<file path="src/rtl/vtg_pkg.sv">
// Shared definitions for the raster timing generator: FSM encodings, 640x480@60
// default timing and helpers for line/frame totals and sync window bounds.
package vtg_pkg;

  typedef logic [1:0] vtg_state_t;

  localparam vtg_state_t StIdle  = 2'd0;
  localparam vtg_state_t StRun   = 2'd1;
  localparam vtg_state_t StDrain = 2'd2;

  localparam int unsigned DefHActive = 640;
  localparam int unsigned DefHFp     = 16;
  localparam int unsigned DefHSync   = 96;
  localparam int unsigned DefHBp     = 48;
  localparam int unsigned DefVActive = 480;
  localparam int unsigned DefVFp     = 10;
  localparam int unsigned DefVSync   = 2;
  localparam int unsigned DefVBp     = 33;

  function automatic int unsigned vtg_total(input int unsigned active,
                                            input int unsigned fp,
                                            input int unsigned sync,
                                            input int unsigned bp);
    return active + fp + sync + bp;
  endfunction

  function automatic int unsigned vtg_sync_start(input int unsigned active,
                                                 input int unsigned fp);
    return active + fp;
  endfunction

  function automatic int unsigned vtg_sync_end(input int unsigned active,
                                               input int unsigned fp,
                                               input int unsigned sync);
    return active + fp + sync;
  endfunction

endpackage

</file>
<file path="src/rtl/vtg_axis.sv">
// One raster axis: position counter with advance/clear/wrap-out and decode of the
// active and sync regions for the count being loaded this cycle.
module vtg_axis
  import vtg_pkg::*;
#(
  parameter int unsigned CW     = 12,
  parameter int unsigned TOTAL  = 800,
  parameter int unsigned ACTIVE = 640,
  parameter int unsigned FP     = 16,
  parameter int unsigned SYNC   = 96,
  parameter bit          POL    = 1'b0
) (
  input  logic          clk,
  input  logic          rst,
  input  logic          adv,
  input  logic          clr,
  output logic [CW-1:0] cnt,
  output logic          wrap,
  output logic          active,
  output logic          sync
);

  localparam logic [CW-1:0] Last    = CW'(TOTAL - 1);
  localparam logic [CW-1:0] ActEnd  = CW'(ACTIVE);
  localparam logic [CW-1:0] SyncBeg = CW'(vtg_sync_start(ACTIVE, FP));
  localparam logic [CW-1:0] SyncEnd = CW'(vtg_sync_end(ACTIVE, FP, SYNC));

  logic [CW-1:0] cnt_q, cnt_d;

  assign wrap = adv && (cnt_q == Last);

  always_comb begin
    cnt_d = cnt_q;
    if (clr) begin
      cnt_d = '0;
    end else if (adv) begin
      cnt_d = (cnt_q == Last) ? '0 : cnt_q + 1'b1;
    end
  end

  always_ff @(posedge clk) begin
    if (!rst) begin
      cnt_q <= '0;
    end else begin
      cnt_q <= cnt_d;
    end
  end

  assign cnt = cnt_q;

  // Decoding the next count lets the parent register these alongside cnt.
  assign active = (cnt_d < ActEnd);
  assign sync   = ((cnt_d >= SyncBeg) && (cnt_d < SyncEnd)) ? POL : ~POL;

endmodule

</file>
<file path="src/rtl/video_timing_gen.sv">
// Progressive raster timing generator with pixel clock-enable divider and
// frame-aligned start/stop. Define VTG_FRAME_CNT_EN to add the frame counter.
module video_timing_gen
  import vtg_pkg::*;
#(
`ifdef VTG_FRAME_CNT_EN
  parameter int unsigned FCW      = 16,
`endif
  parameter int unsigned H_ACTIVE = DefHActive,
  parameter int unsigned H_FP     = DefHFp,
  parameter int unsigned H_SYNC   = DefHSync,
  parameter int unsigned H_BP     = DefHBp,
  parameter int unsigned V_ACTIVE = DefVActive,
  parameter int unsigned V_FP     = DefVFp,
  parameter int unsigned V_SYNC   = DefVSync,
  parameter int unsigned V_BP     = DefVBp,
  parameter bit          HS_POL   = 1'b0,
  parameter bit          VS_POL   = 1'b0,
  parameter int unsigned CLK_DIV  = 2,
  parameter int unsigned CW       = 12
) (
  input  logic           clk,
  input  logic           rst,
  input  logic           en,
  output logic           pix_ce,
  output logic [CW-1:0]  x,
  output logic [CW-1:0]  y,
  output logic           de,
  output logic           hsync,
  output logic           vsync,
  output logic           sol,
  output logic           sof,
`ifdef VTG_FRAME_CNT_EN
  output logic [FCW-1:0] frame_cnt,
`endif
  output logic           busy
);

  localparam int unsigned HTotal = vtg_total(H_ACTIVE, H_FP, H_SYNC, H_BP);
  localparam int unsigned VTotal = vtg_total(V_ACTIVE, V_FP, V_SYNC, V_BP);
  localparam int unsigned DW     = (CLK_DIV > 1) ? $clog2(CLK_DIV) : 1;
  localparam logic [DW-1:0] DivLast = DW'(CLK_DIV - 1);

  logic [DW-1:0] dcnt_q, dcnt_d;
  logic          tick;
  vtg_state_t    state_q, state_d;
  logic          pix_ce_q, de_q, hsync_q, vsync_q, sol_q, sof_q;
  logic          start, run_d, cnt_adv, cnt_clr;
  logic          h_wrap, h_act, h_sync;
  logic          v_wrap, v_act, v_sync;
  logic          sol_d, sof_d;

  // tick marks the edge on which pix_ce rises; all raster state moves there.
  assign tick   = (dcnt_q == DivLast);
  assign dcnt_d = tick ? '0 : dcnt_q + 1'b1;

  always_comb begin
    state_d = state_q;
    if (tick) begin
      unique case (state_q)
        StIdle:  if (en) state_d = StRun;
        StRun:   if (!en) state_d = StDrain;
        StDrain: begin
          if (en) begin
            state_d = StRun;
          end else if (v_wrap) begin
            state_d = StIdle;
          end
        end
        default: state_d = StIdle;
      endcase
    end
  end

  assign start   = tick && (state_q == StIdle) && en;
  assign run_d   = (state_d != StIdle);
  assign cnt_adv = tick && (state_q != StIdle);
  assign cnt_clr = tick && !run_d;

  vtg_axis #(
    .CW     (CW),
    .TOTAL  (HTotal),
    .ACTIVE (H_ACTIVE),
    .FP     (H_FP),
    .SYNC   (H_SYNC),
    .POL    (HS_POL)
  ) u_h_axis (
    .clk    (clk),
    .rst    (rst),
    .adv    (cnt_adv),
    .clr    (cnt_clr),
    .cnt    (x),
    .wrap   (h_wrap),
    .active (h_act),
    .sync   (h_sync)
  );

  vtg_axis #(
    .CW     (CW),
    .TOTAL  (VTotal),
    .ACTIVE (V_ACTIVE),
    .FP     (V_FP),
    .SYNC   (V_SYNC),
    .POL    (VS_POL)
  ) u_v_axis (
    .clk    (clk),
    .rst    (rst),
    .adv    (h_wrap),
    .clr    (cnt_clr),
    .cnt    (y),
    .wrap   (v_wrap),
    .active (v_act),
    .sync   (v_sync)
  );

  // A drain ending at the last pixel returns to (0,0) silently.
  assign sol_d = start || (h_wrap && run_d);
  assign sof_d = start || (v_wrap && run_d);

  always_ff @(posedge clk) begin
    if (!rst) begin
      dcnt_q   <= '0;
      pix_ce_q <= 1'b0;
      state_q  <= StIdle;
      de_q     <= 1'b0;
      hsync_q  <= ~HS_POL;
      vsync_q  <= ~VS_POL;
      sol_q    <= 1'b0;
      sof_q    <= 1'b0;
    end else begin
      dcnt_q   <= dcnt_d;
      pix_ce_q <= tick;
      state_q  <= state_d;
      de_q     <= run_d && h_act && v_act;
      hsync_q  <= run_d ? h_sync : ~HS_POL;
      vsync_q  <= run_d ? v_sync : ~VS_POL;
      sol_q    <= sol_d;
      sof_q    <= sof_d;
    end
  end

`ifdef VTG_FRAME_CNT_EN
  logic [FCW-1:0] frame_cnt_q;

  always_ff @(posedge clk) begin
    if (!rst) begin
      frame_cnt_q <= '0;
    end else if (sof_d) begin
      frame_cnt_q <= frame_cnt_q + 1'b1;
    end
  end

  assign frame_cnt = frame_cnt_q;
`endif

  assign pix_ce = pix_ce_q;
  assign de     = de_q;
  assign hsync  = hsync_q;
  assign vsync  = vsync_q;
  assign sol    = sol_q;
  assign sof    = sof_q;
  assign busy   = (state_q != StIdle);

endmodule

</file>
<file path="config.mk">
export PLATFORM = sky130hd
export DESIGN_NAME = video_timing_gen
export DESIGN_NICKNAME = d
export VERILOG_FILES = /design/src/rtl/vtg_pkg.sv /design/src/rtl/vtg_axis.sv /design/src/rtl/video_timing_gen.sv
export SDC_FILE = /design/constraint.sdc
export NUM_CORES = 1
export LEC_CHECK = 0
export ABC_AREA = 0
export CAP_MARGIN = 15
export CORE_ASPECT_RATIO = 1.5
export CORE_MARGIN = 3
export CORE_UTILIZATION = 37
export CTS_BUF_LIST = sky130_fd_sc_hd__clkbuf_4
export DETAILED_ROUTE_END_ITERATION = 7
export MAX_ROUTING_LAYER = met4
export SLEW_MARGIN = 5
export SYNTH_ARGS = -nofsm -noshare
export SYNTH_HDL_FRONTEND = slang
export SYNTH_SLANG_ARGS = --single-unit
</file>
<file path="constraint.sdc">
create_clock -name clk -period 6.6 [get_ports clk]
set_input_delay 1.32 -clock clk [delete_from_list [all_inputs] [get_ports clk]]
set_output_delay 1.32 -clock clk [all_outputs]
set_load 0.05 [all_outputs]
</file>
==> metrics <==
outcome complete, no violations; vias in the first global route around 1700; Mean Syn Cell Area between 7 and 8 um^2; CORE AREA about 4700 um^2; Skew-Pair Late Insertion Delay 330 ps; footprint of the multi-input gates ~1100 um^2; endpoints failing setup 0; Final min period roughly 3400 ps; CP arrival between 2000 and 2500 ps; RD Place Congestion 0.839; Slew @ Worst Pin approximately 570 ps; ANT nets after route 0; CP Class flip-flop to output port; Post-CTS Setup Repair Bufs 0; Crit path required time roughly 5300 ps; diodes inserted 0; initial antenna violation count 0; Rows 30; port bufs 33; ys async rst share 0; CP startpoint kind flip-flop; Avg WL per Cell approximately 15 um; GR Util All Layers 0.178; Reg area between 600 and 700 um^2; Worst R2R Setup Slack around 3900 ps; unrepaired setup endpoints after global routing false; clock root buffer master clkbuf_4; PnR worst setup slack about 3200 ps; flops & latches, synth 33; Layout area overhead 23.0%; dominant synthesized flop cell dfxtp_1; GR Util met2 0.296; # fillers 504; Tot Pwr between 0.3 and 0.4 mW; Synth cell types 43; Max Clk Rate 0.298 GHz; layout cells sized above 1 0.0418; DRC violations left 0; clk sinks 33; Worst Hold Class flip-flop to flip-flop; depth of the CTS H-tree 2; Place WS between 3000 and 4000 ps; cts hold-fix bufs 0; Tcrit/Tclk final 0.508; pin count of the biggest net entering global routing 17; initial DRC count 160; Setup Total Neg Slack 0 ps; Vias 1800; GR Layer Usage met1 0.197; clk_skew approximately 11 ps; first-pass GRT wire length between 7000 and 8000 um; power density over the cells 151 nW/um^2; CTS Buf Count 5; Synth Net Count roughly 240; Die Footprint between 5000 and 6000 um^2; Hold Violations, Final 0; grt ovf 0; drt pass-1 iters 4; Vias/cell ~5.5; effective utilization at floorplan 0.396; Final nets approximately 270; Peak VDD IR 120 uV; Pins Over Slew Limit 0; CTS tree built; max_slew headroom 0.619; Max Cap Viol 0; width of the die about 64 um; routing usage on met3 0.0388; GR peak layer met2; Seq/Total Area, Yosys 0.359; Critical Path Sink Type output port; EDFF count, synth 0; Gates resized, CTS repair 0; Cell Area, Synth roughly 1800 um^2; crit-path max FO 11; leak pwr 0.752 nW; Synth Instances 233; dpl hpwl approximately 3500 um; WL final roughly 4800 um; clock tree buffer depth 2; die height 92.4 um; I/O pin total 34; clock slew at reported path FFs roughly 90 ps; Ys Warns 0
power by group:
| part | internal [mW] | leakage (nW) | switching, mW |
|---|---|---|---|
| sequential | 0.201 | 0.267 | 0.00333 |
| combinational | 0.0100 | 0.456 | 0.0192 |
| clock | 0.0428 | 0.0292 | 0.0653 |
| total | 0.254 | 0.752 | 0.0878 |
critical path: stages (launching register included):
cell and delay, ps:
dfxtp_1 550, inv_1 160, nand2_1 170, clkdlybuf4s50_1 830
routing by layer:
layer  wire length, um  share of wire
met2              2450           0.51
met5                 0              0
met1              2020           0.42
met4               116          0.024
met3               190          0.040
cell usage in the layout (no fill, tap or decap), types with 3 or more instances in the layout:
cell type / instances
a21oi_1: 9
clkbuf_4: 6
clkdlybuf4s50_1: 33
dfxtp_1: 33
ha_1: 3
inv_1: 8
nand2_1: 19
nand3_1: 8
nand4_1: 9
nor2_1: 44
nor2b_1: 4
nor3_1: 11
nor4_1: 7
o2111ai_1: 3
o21ai_0: 7
xnor2_1: 11
xor2_1: 10
sequential cells by signal (all words and copies together) (netlist names):
signal and cells:
hsync 1, sof 1, state_q 2, u_v_axis.cnt 12, u_h_axis.cnt 12, sol 1
de 1, dcnt_q 1, pix_ce 1, vsync 1
cells by family after synthesis:
| family | after synthesis | share of synthesized area |
|---|---|---|
| AOI/OAI and AO/OA | 35 | 0.130 |
| DFF | 33 | 0.359 |
| muxes | 2 | 0.0109 |
| adders and majority gates | 3 | 0.0204 |
| xor gates and xnor gates | 21 | 0.0999 |
| and+or+nand+nor | 120 | 0.340 |
| buffers and inverters | 19 | 0.0401 |
final cells by class:
type,instances,area share
Sequential cell,33,0.292
Clock inverter,1,0.00166
Clock buffer,6,0.0199
Multi-Input combinational cell,181,0.489
Timing Repair Buffer,34,0.149
Tap cell,64,0.0354
Inverter,8,0.0133
path summary, 6_finish.rpt:
path	startpoint	end	depth (start not counted)
max	state_q[1]$_SDFF_PN0_	busy	3
max reg2reg	u_v_axis.cnt[4]$_SDFF_PN0_	vsync$_SDFF_PN1_	6
min reg2reg	u_h_axis.cnt[1]$_SDFF_PN0_	u_h_axis.cnt[1]$_SDFF_PN0_	2
min	u_h_axis.cnt[1]$_SDFF_PN0_	u_h_axis.cnt[1]$_SDFF_PN0_	2
through the flow:
| stage | util | instance area (um^2) | hold WS, ps | std cells |
|---|---|---|---|---|
| after global routing | 0.487 | 2260 | 623 | 327 |
| after detailed placement | 0.476 | 2220 | 544 | 320 |
| after floorplan | - | 1840 | 600 | 233 |
| final | 0.487 | 2260 | 557 | 327 |
| after global placement | 0.476 | 2220 | 544 | 320 |
| after CTS | 0.487 | 2260 | 563 | 327 |
Yosys cell counts (3+ instances only):
cell | instances | area (um^2)
nor2_1 | 44 | 165
clkbuf_1 | 9 | 33.8
inv_1 | 8 | 30.0
nor2b_1 | 4 | 25.0
nor3_1 | 11 | 55.1
nand2_1 | 19 | 71.3
o21ai_0 | 7 | 35.0
xor2_1 | 10 | 87.6
nor4_1 | 7 | 43.8
xnor2_1 | 11 | 96.3
nand4_1 | 9 | 56.3
ha_1 | 3 | 37.5
o2111ai_1 | 3 | 26.3
a21oi_1 | 9 | 45.0
nand3_1 | 8 | 40.0
dfxtp_1 | 33 | 661
Power figures use the tool's default switching activity.
